[config.mk]
export PLATFORM = sky130hd
export DESIGN_NAME = pattern_scan_controller_flat
export DESIGN_NICKNAME = d
export VERILOG_FILES = /design/src/rtl/pattern_scan_if.sv /design/src/rtl/pattern_scan_controller.sv /design/src/flat_wrapper.sv
export SDC_FILE = /design/constraint.sdc
export NUM_CORES = 1
export LEC_CHECK = 0
export CORE_ASPECT_RATIO = 1.75
export CORE_MARGIN = 3
export CORE_UTILIZATION = 57
export CTS_CLUSTER_SIZE = 16
export DETAILED_ROUTE_END_ITERATION = 8
export PLACE_DENSITY = 0.85
export REMOVE_ABC_BUFFERS = 1
export SLEW_MARGIN = 15
export SYNTH_ARGS = -nofsm -noshare
export SYNTH_HDL_FRONTEND = slang
export SYNTH_SLANG_ARGS = --single-unit
[constraint.sdc]
create_clock -name clk -period 6.8 [get_ports clk]
set_input_delay 0.68 -clock clk [delete_from_list [all_inputs] [get_ports clk]]
set_output_delay 0.68 -clock clk [all_outputs]
set_load 0.05 [all_outputs]
[src/rtl/pattern_scan_if.sv]
// Byte-stream input and per-frame result output of the pattern scan controller.
// Both channels transfer on a cycle where valid && ready; valid and its payload hold until then.
interface pattern_scan_if #(
  parameter int CNT_W = 8
);
  logic             s_valid;
  logic [7:0]       s_data;
  logic             s_last;
  logic             s_ready;
  logic             m_valid;
  logic [CNT_W-1:0] m_count;
  logic             m_overflow;
  logic             m_ready;

  modport master (
    output s_valid, s_data, s_last, m_ready,
    input  s_ready, m_valid, m_count, m_overflow
  );

  modport slave (
    input  s_valid, s_data, s_last, m_ready,
    output s_ready, m_valid, m_count, m_overflow
  );
endinterface

[src/rtl/pattern_scan_controller.sv]
// Serialises a byte stream MSB-first and counts overlapping matches of a
// programmable 1..PAT_W bit pattern per frame, one result beat per frame.
module pattern_scan_controller #(
  parameter int PAT_W = 8,
  parameter int CNT_W = 8
) (
  input  logic             clk,
  input  logic             reset,
  input  logic [PAT_W-1:0] cfg_pattern,
  input  logic [3:0]       cfg_len,
  input  logic             cfg_load,
  pattern_scan_if.slave    bus,
  output logic             busy,
  output logic [1:0]       state_dbg
);

  localparam logic [1:0] ACCEPT = 2'd0;
  localparam logic [1:0] SHIFT  = 2'd1;
  localparam logic [1:0] REPORT = 2'd2;

  localparam logic [3:0]       PAT_LEN = 4'(PAT_W);
  localparam logic [CNT_W-1:0] CNT_MAX = '1;

  logic [1:0]       state;
  logic [7:0]       data_q;
  logic             last_q;
  logic [2:0]       idx;
  logic [PAT_W-1:0] history;
  logic [3:0]       bits_seen;
  logic             frame_active;
  logic [PAT_W-1:0] pat_q;
  logic [3:0]       len_q;
  logic [CNT_W-1:0] count_q;
  logic             overflow_q;

  logic [PAT_W-1:0] hist_next;
  logic [3:0]       seen_next;
  logic [PAT_W-1:0] len_mask;
  logic [3:0]       len_clamped;
  logic             match;
  logic             cfg_take;

  // The match looks at the history that already contains the bit being shifted now.
  always_comb begin
    hist_next = {history[PAT_W-2:0], data_q[idx]};
    seen_next = (bits_seen == PAT_LEN) ? bits_seen : bits_seen + 4'd1;
    len_mask  = '0;
    for (int i = 0; i < PAT_W; i++) begin
      len_mask[i] = (i < int'(len_q));
    end
    match = (state == SHIFT) && (len_q != 4'd0) && (seen_next >= len_q) &&
            (((hist_next ^ pat_q) & len_mask) == '0);
  end

  assign len_clamped = (int'(cfg_len) > PAT_W) ? PAT_LEN : cfg_len;
  // Config only changes between frames, so a frame never sees two patterns.
  assign cfg_take    = cfg_load && (state == ACCEPT) && !busy;

  always_ff @(posedge clk or posedge reset) begin
    if (reset) begin
      state        <= ACCEPT;
      data_q       <= '0;
      last_q       <= 1'b0;
      idx          <= '0;
      history      <= '0;
      bits_seen    <= '0;
      frame_active <= 1'b0;
      pat_q        <= '0;
      len_q        <= PAT_LEN;
      count_q      <= '0;
      overflow_q   <= 1'b0;
    end else begin
      if (cfg_take) begin
        pat_q <= cfg_pattern;
        len_q <= len_clamped;
      end
      case (state)
        ACCEPT: begin
          if (bus.s_valid) begin
            data_q       <= bus.s_data;
            last_q       <= bus.s_last;
            frame_active <= 1'b1;
            idx          <= 3'd7;
            state        <= SHIFT;
          end
        end
        SHIFT: begin
          history   <= hist_next;
          bits_seen <= seen_next;
          if (match) begin
            if (count_q == CNT_MAX) overflow_q <= 1'b1;
            else                    count_q    <= count_q + 1'b1;
          end
          idx <= idx - 3'd1;
          if (idx == 3'd0) state <= last_q ? REPORT : ACCEPT;
        end
        REPORT: begin
          if (bus.m_ready) begin
            count_q      <= '0;
            overflow_q   <= 1'b0;
            history      <= '0;
            bits_seen    <= '0;
            frame_active <= 1'b0;
            state        <= ACCEPT;
          end
        end
        default: state <= ACCEPT;
      endcase
    end
  end

  assign bus.s_ready    = (state == ACCEPT);
  assign bus.m_valid    = (state == REPORT);
  assign bus.m_count    = count_q;
  assign bus.m_overflow = overflow_q;
  assign busy           = frame_active || (state == REPORT);
  assign state_dbg      = state;

endmodule

[src/flat_wrapper.sv]
// flat-port wrapper written by rule: the top's interface ports become plain ports
module pattern_scan_controller_flat 
#(
  parameter int PAT_W = 8,
  parameter int CNT_W = 8
)
  (clk, reset, cfg_pattern, cfg_len, cfg_load, busy, state_dbg, bus_s_valid, bus_s_data, bus_s_last, bus_m_ready, bus_s_ready, bus_m_valid, bus_m_count, bus_m_overflow);
  pattern_scan_if #(.CNT_W(CNT_W)) bus_i ();
  input  logic clk;
  input  logic reset;
  input  logic [PAT_W-1:0] cfg_pattern;
  input  logic [3:0] cfg_len;
  input  logic cfg_load;
  output logic busy;
  output logic [1:0] state_dbg;
  input wire logic [$bits(bus_i.s_valid)-1:0] bus_s_valid;
  input wire logic [$bits(bus_i.s_data)-1:0] bus_s_data;
  input wire logic [$bits(bus_i.s_last)-1:0] bus_s_last;
  input wire logic [$bits(bus_i.m_ready)-1:0] bus_m_ready;
  output wire logic [$bits(bus_i.s_ready)-1:0] bus_s_ready;
  output wire logic [$bits(bus_i.m_valid)-1:0] bus_m_valid;
  output wire logic [$bits(bus_i.m_count)-1:0] bus_m_count;
  output wire logic [$bits(bus_i.m_overflow)-1:0] bus_m_overflow;
  assign bus_i.s_valid = bus_s_valid;
  assign bus_i.s_data = bus_s_data;
  assign bus_i.s_last = bus_s_last;
  assign bus_i.m_ready = bus_m_ready;
  assign bus_s_ready = bus_i.s_ready;
  assign bus_m_valid = bus_i.m_valid;
  assign bus_m_count = bus_i.m_count;
  assign bus_m_overflow = bus_i.m_overflow;
  pattern_scan_controller #(.PAT_W(PAT_W), .CNT_W(CNT_W)) u_core (.clk(clk), .reset(reset), .cfg_pattern(cfg_pattern), .cfg_len(cfg_len), .cfg_load(cfg_load), .bus(bus_i), .busy(busy), .state_dbg(state_dbg));
endmodule
==> flow_summary.json <==
{
  "row_count": 30,
  "post_cts_buffers": 0,
  "peakVddDrop_v": 0.000314,
  "vias": 1898,
  "synth_area_leaders": "dfrtp_1 (48%), nand2_1 (9.3%), ha_1 (4.7%)",
  "crit_fanout": 11,
  "drive_above_1_share": 0.0772,
  "drt_iter0_markers": 42,
  "yosysWarnings": 0,
  "ios": 40,
  "syn2layout_area_growth_pct": 22.2,
  "wl_met1_um": 2000,
  "slew_viol_final": 0,
  "fin_crit_sh": 0.420,
  "yosysSeqAreaShare": 0.493,
  "met2WireLength_um": 2800,
  "synth_cell_types": 38,
  "synth_common_cells": "nand2_1 (59), dfrtp_1 (46), o21ai_0 (17)",
  "hold_start": "u_core.data_q[4]",
  "yosysTopAreaCell": "dfrtp_1",
  "antenna_cells": 0,
  "hp-class": "reg2reg",
  "die_y_um": 91.6,
  "power_density_nw_per_um2": 458,
  "cts_tree": "done",
  "drc": 0,
  "first_pass_iters": 4,
  "fin_tns_setup_ns": 0,
  "wl_um": 5070,
  "setup_viol": 0,
  "drv_cap": 0,
  "antenna_found_initial": 0,
  "htree_num_levels": 2,
  "status": "complete, no violations",
  "synth_cells": 246,
  "grt_pass1_vias": 2071,
  "nets": 319,
  "routed-wl-met3_um": 186,
  "yosysTopAreaCellShare": 0.482,
  "ys_async_sr_fraction": 1.00,
  "ys_ff_latch": 47,
  "start_util": 0.606,
  "grt_max_degree": 48,
  "layout.cells.non_filler": 333,
  "cts_buffers": 5,
  "ant_nets": 0,
  "die_w_um": 54.9,
  "crit_path_start": "u_core.bits_seen[0]",
  "core_region_area_um2": 3940,
  "synthesis.area_um2": 2390,
  "cts_sinks": 47,
  "arrival_ns": 3.08,
  "cts_resized": 0,
  "cts-root-buf": "clkbuf_8",
  "routed.top_layer": "met4",
  "cts_buffer_depth": 2,
  "placedCellCount": 325,
  "crit_required_ns": 7.02,
  "ctsHoldBuffers": 0,
  "hpwl_um": 3610,
  "clock.fmax_ghz": 0.350,
  "synth.avg_cell_area_um2": 9.71,
  "worst_pin_slew_ns": 0.943,
  "vias_per_cell": 5.70,
  "rsz0062_at_grt": "false",
  "cp-start-kind": "flop",
  "grt_pass1_wl_um": 8800,
  "finalWorstPathRequiredPeriod_ns": 2.86,
  "die-area_um2": 5030,
  "synth_edf_count": 0,
  "yosysMostFrequentCell": "nand2_1",
  "insertion_delay_ns": 0.30,
  "maxSlewHeadroom": 0.371,
  "clkTransAtPathRegs_ns": 0.09,
  "fin_skew_ns": 0.00803,
  "crit_type": "reg2reg",
  "synth_ff_type": "dfrtp_1",
  "p_leak_nw": 1.26,
  "wl_per_cell_um": 15.2,
  "worstReg2RegStart": "u_core.bits_seen[0]",
  "grt_usage": 0.234,
  "grt_overflow_total": 0,
  "portBuffers": 39,
  "globalplace.congestion": 0.790,
  "crit_path_end_kind": "flop",
  "hold_viol_final": 0
}
## power breakdown
part | leakage (nW) | switching, mW | internal [mW]
clock network | 0.0514 | 0.0935 | 0.110
registers | 0.569 | 0.118 | 0.405
logic | 0.638 | 0.351 | 0.261
total | 1.26 | 0.562 | 0.775
## routing by layer
| metal | vias up | track usage |
|---|---|---|
| met5 | - | 0 |
| met4 | 0 | 0.0730 |
| met2 | 41 | 0.413 |
| li1 | 919 | - |
| met1 | 930 | 0.271 |
| met3 | 8 | 0.0407 |
## placed cells by master, fill, tap and decap left out, drive strengths merged, types with 3 or more instances in the layout
cell type,netlist,routed
inv,11,11
clkdlybuf4s50,0,39
ha,9,9
nand3,9,9
mux2,8,8
nor3,4,4
nand2,59,59
mux2i,6,6
and2,3,3
dfrtp,46,46
nor2,8,8
clkbuf,9,6
o21ai,19,19
or4,3,3
nor2b,3,3
nand4,3,3
nand2b,3,3
xnor2,10,10
a21oi,6,6
nand3b,3,3
## layout make-up
| type | instances | area (um^2) |
|---|---|---|
| clock buffer | 6 | 72.6 |
| clock inverter | 2 | 37.5 |
| fill | 300 | 1020 |
| inverter | 11 | 41.3 |
| multi-input combinational | 178 | 1120 |
| sequential | 47 | 1180 |
| tap | 48 | 60.1 |
| timing repair buffer | 41 | 405 |
## state kept, by name, indices dropped and copies added, names as in the netlist, 2 cells and up
signal	count
u_core.data_q	8
u_core.bits_seen	4
u_core.idx	3
u_core.history	7
u_core.pat_q	8
u_core.state_dbg	2
u_core.len_q	4
u_core.bus.m_count	8
## final timing paths
| check | to | slack (ns) | cells past startpoint |
|---|---|---|---|
| max in group asynchronous | u_core.history[1] | 5.30 | 2 |
| hold / removal | u_core.data_q[4] | 0.48 | 2 |
| setup / recovery | u_core.bus.m_count[3] | 3.94 | 12 |
| min in group asynchronous | u_core.data_q[6] | 0.90 | 2 |
| setup reg to reg | u_core.bus.m_count[3] | 3.94 | 12 |
| hold reg to reg | u_core.data_q[4] | 0.48 | 2 |
## critical path, stage by stage, from the launching register on
cell and delay (ns):
dfrtp_1 0.40, inv_1 0.08, ha_1 0.19, nand2_1 0.08, nor2_1 0.05, xnor2_1 0.14
ha_1 0.28, nand2b_1 0.09, a2111oi_0 0.11, nor4_2 0.30, nand3_1 0.35, or4_1 0.56
a21oi_1 0.14
## per-stage QoR
stage               hold WS [ns]   util  total power [mW]  cell area, um^2  setup WS [ns]
floorplan                  0.437      -             0.947             2340           3.99
global placement           0.452  0.713              1.11             2810           4.09
detailed placement         0.455  0.713              1.14             2810           3.97
CTS                        0.477  0.741              1.35             2920           3.92
global route               0.516  0.741              1.45             2920           3.63
finish                     0.479  0.741              1.34             2920           3.94
## cell families (layout without fill, tap and decap cells)
group                      count (synthesis)  after routing  share of synthesized area
DFF                                       47             47                      0.493
adders and majority gates                  9              9                     0.0471
AOI/OAI and AO/OA                         38             38                     0.0938
and+or+nand+nor                          104            104                      0.205
muxes                                     16             16                     0.0849
xor gates and xnor gates                  11             11                     0.0403
buffers and inverters                     21             60                     0.0361
Power figures use the tool's default switching activity.
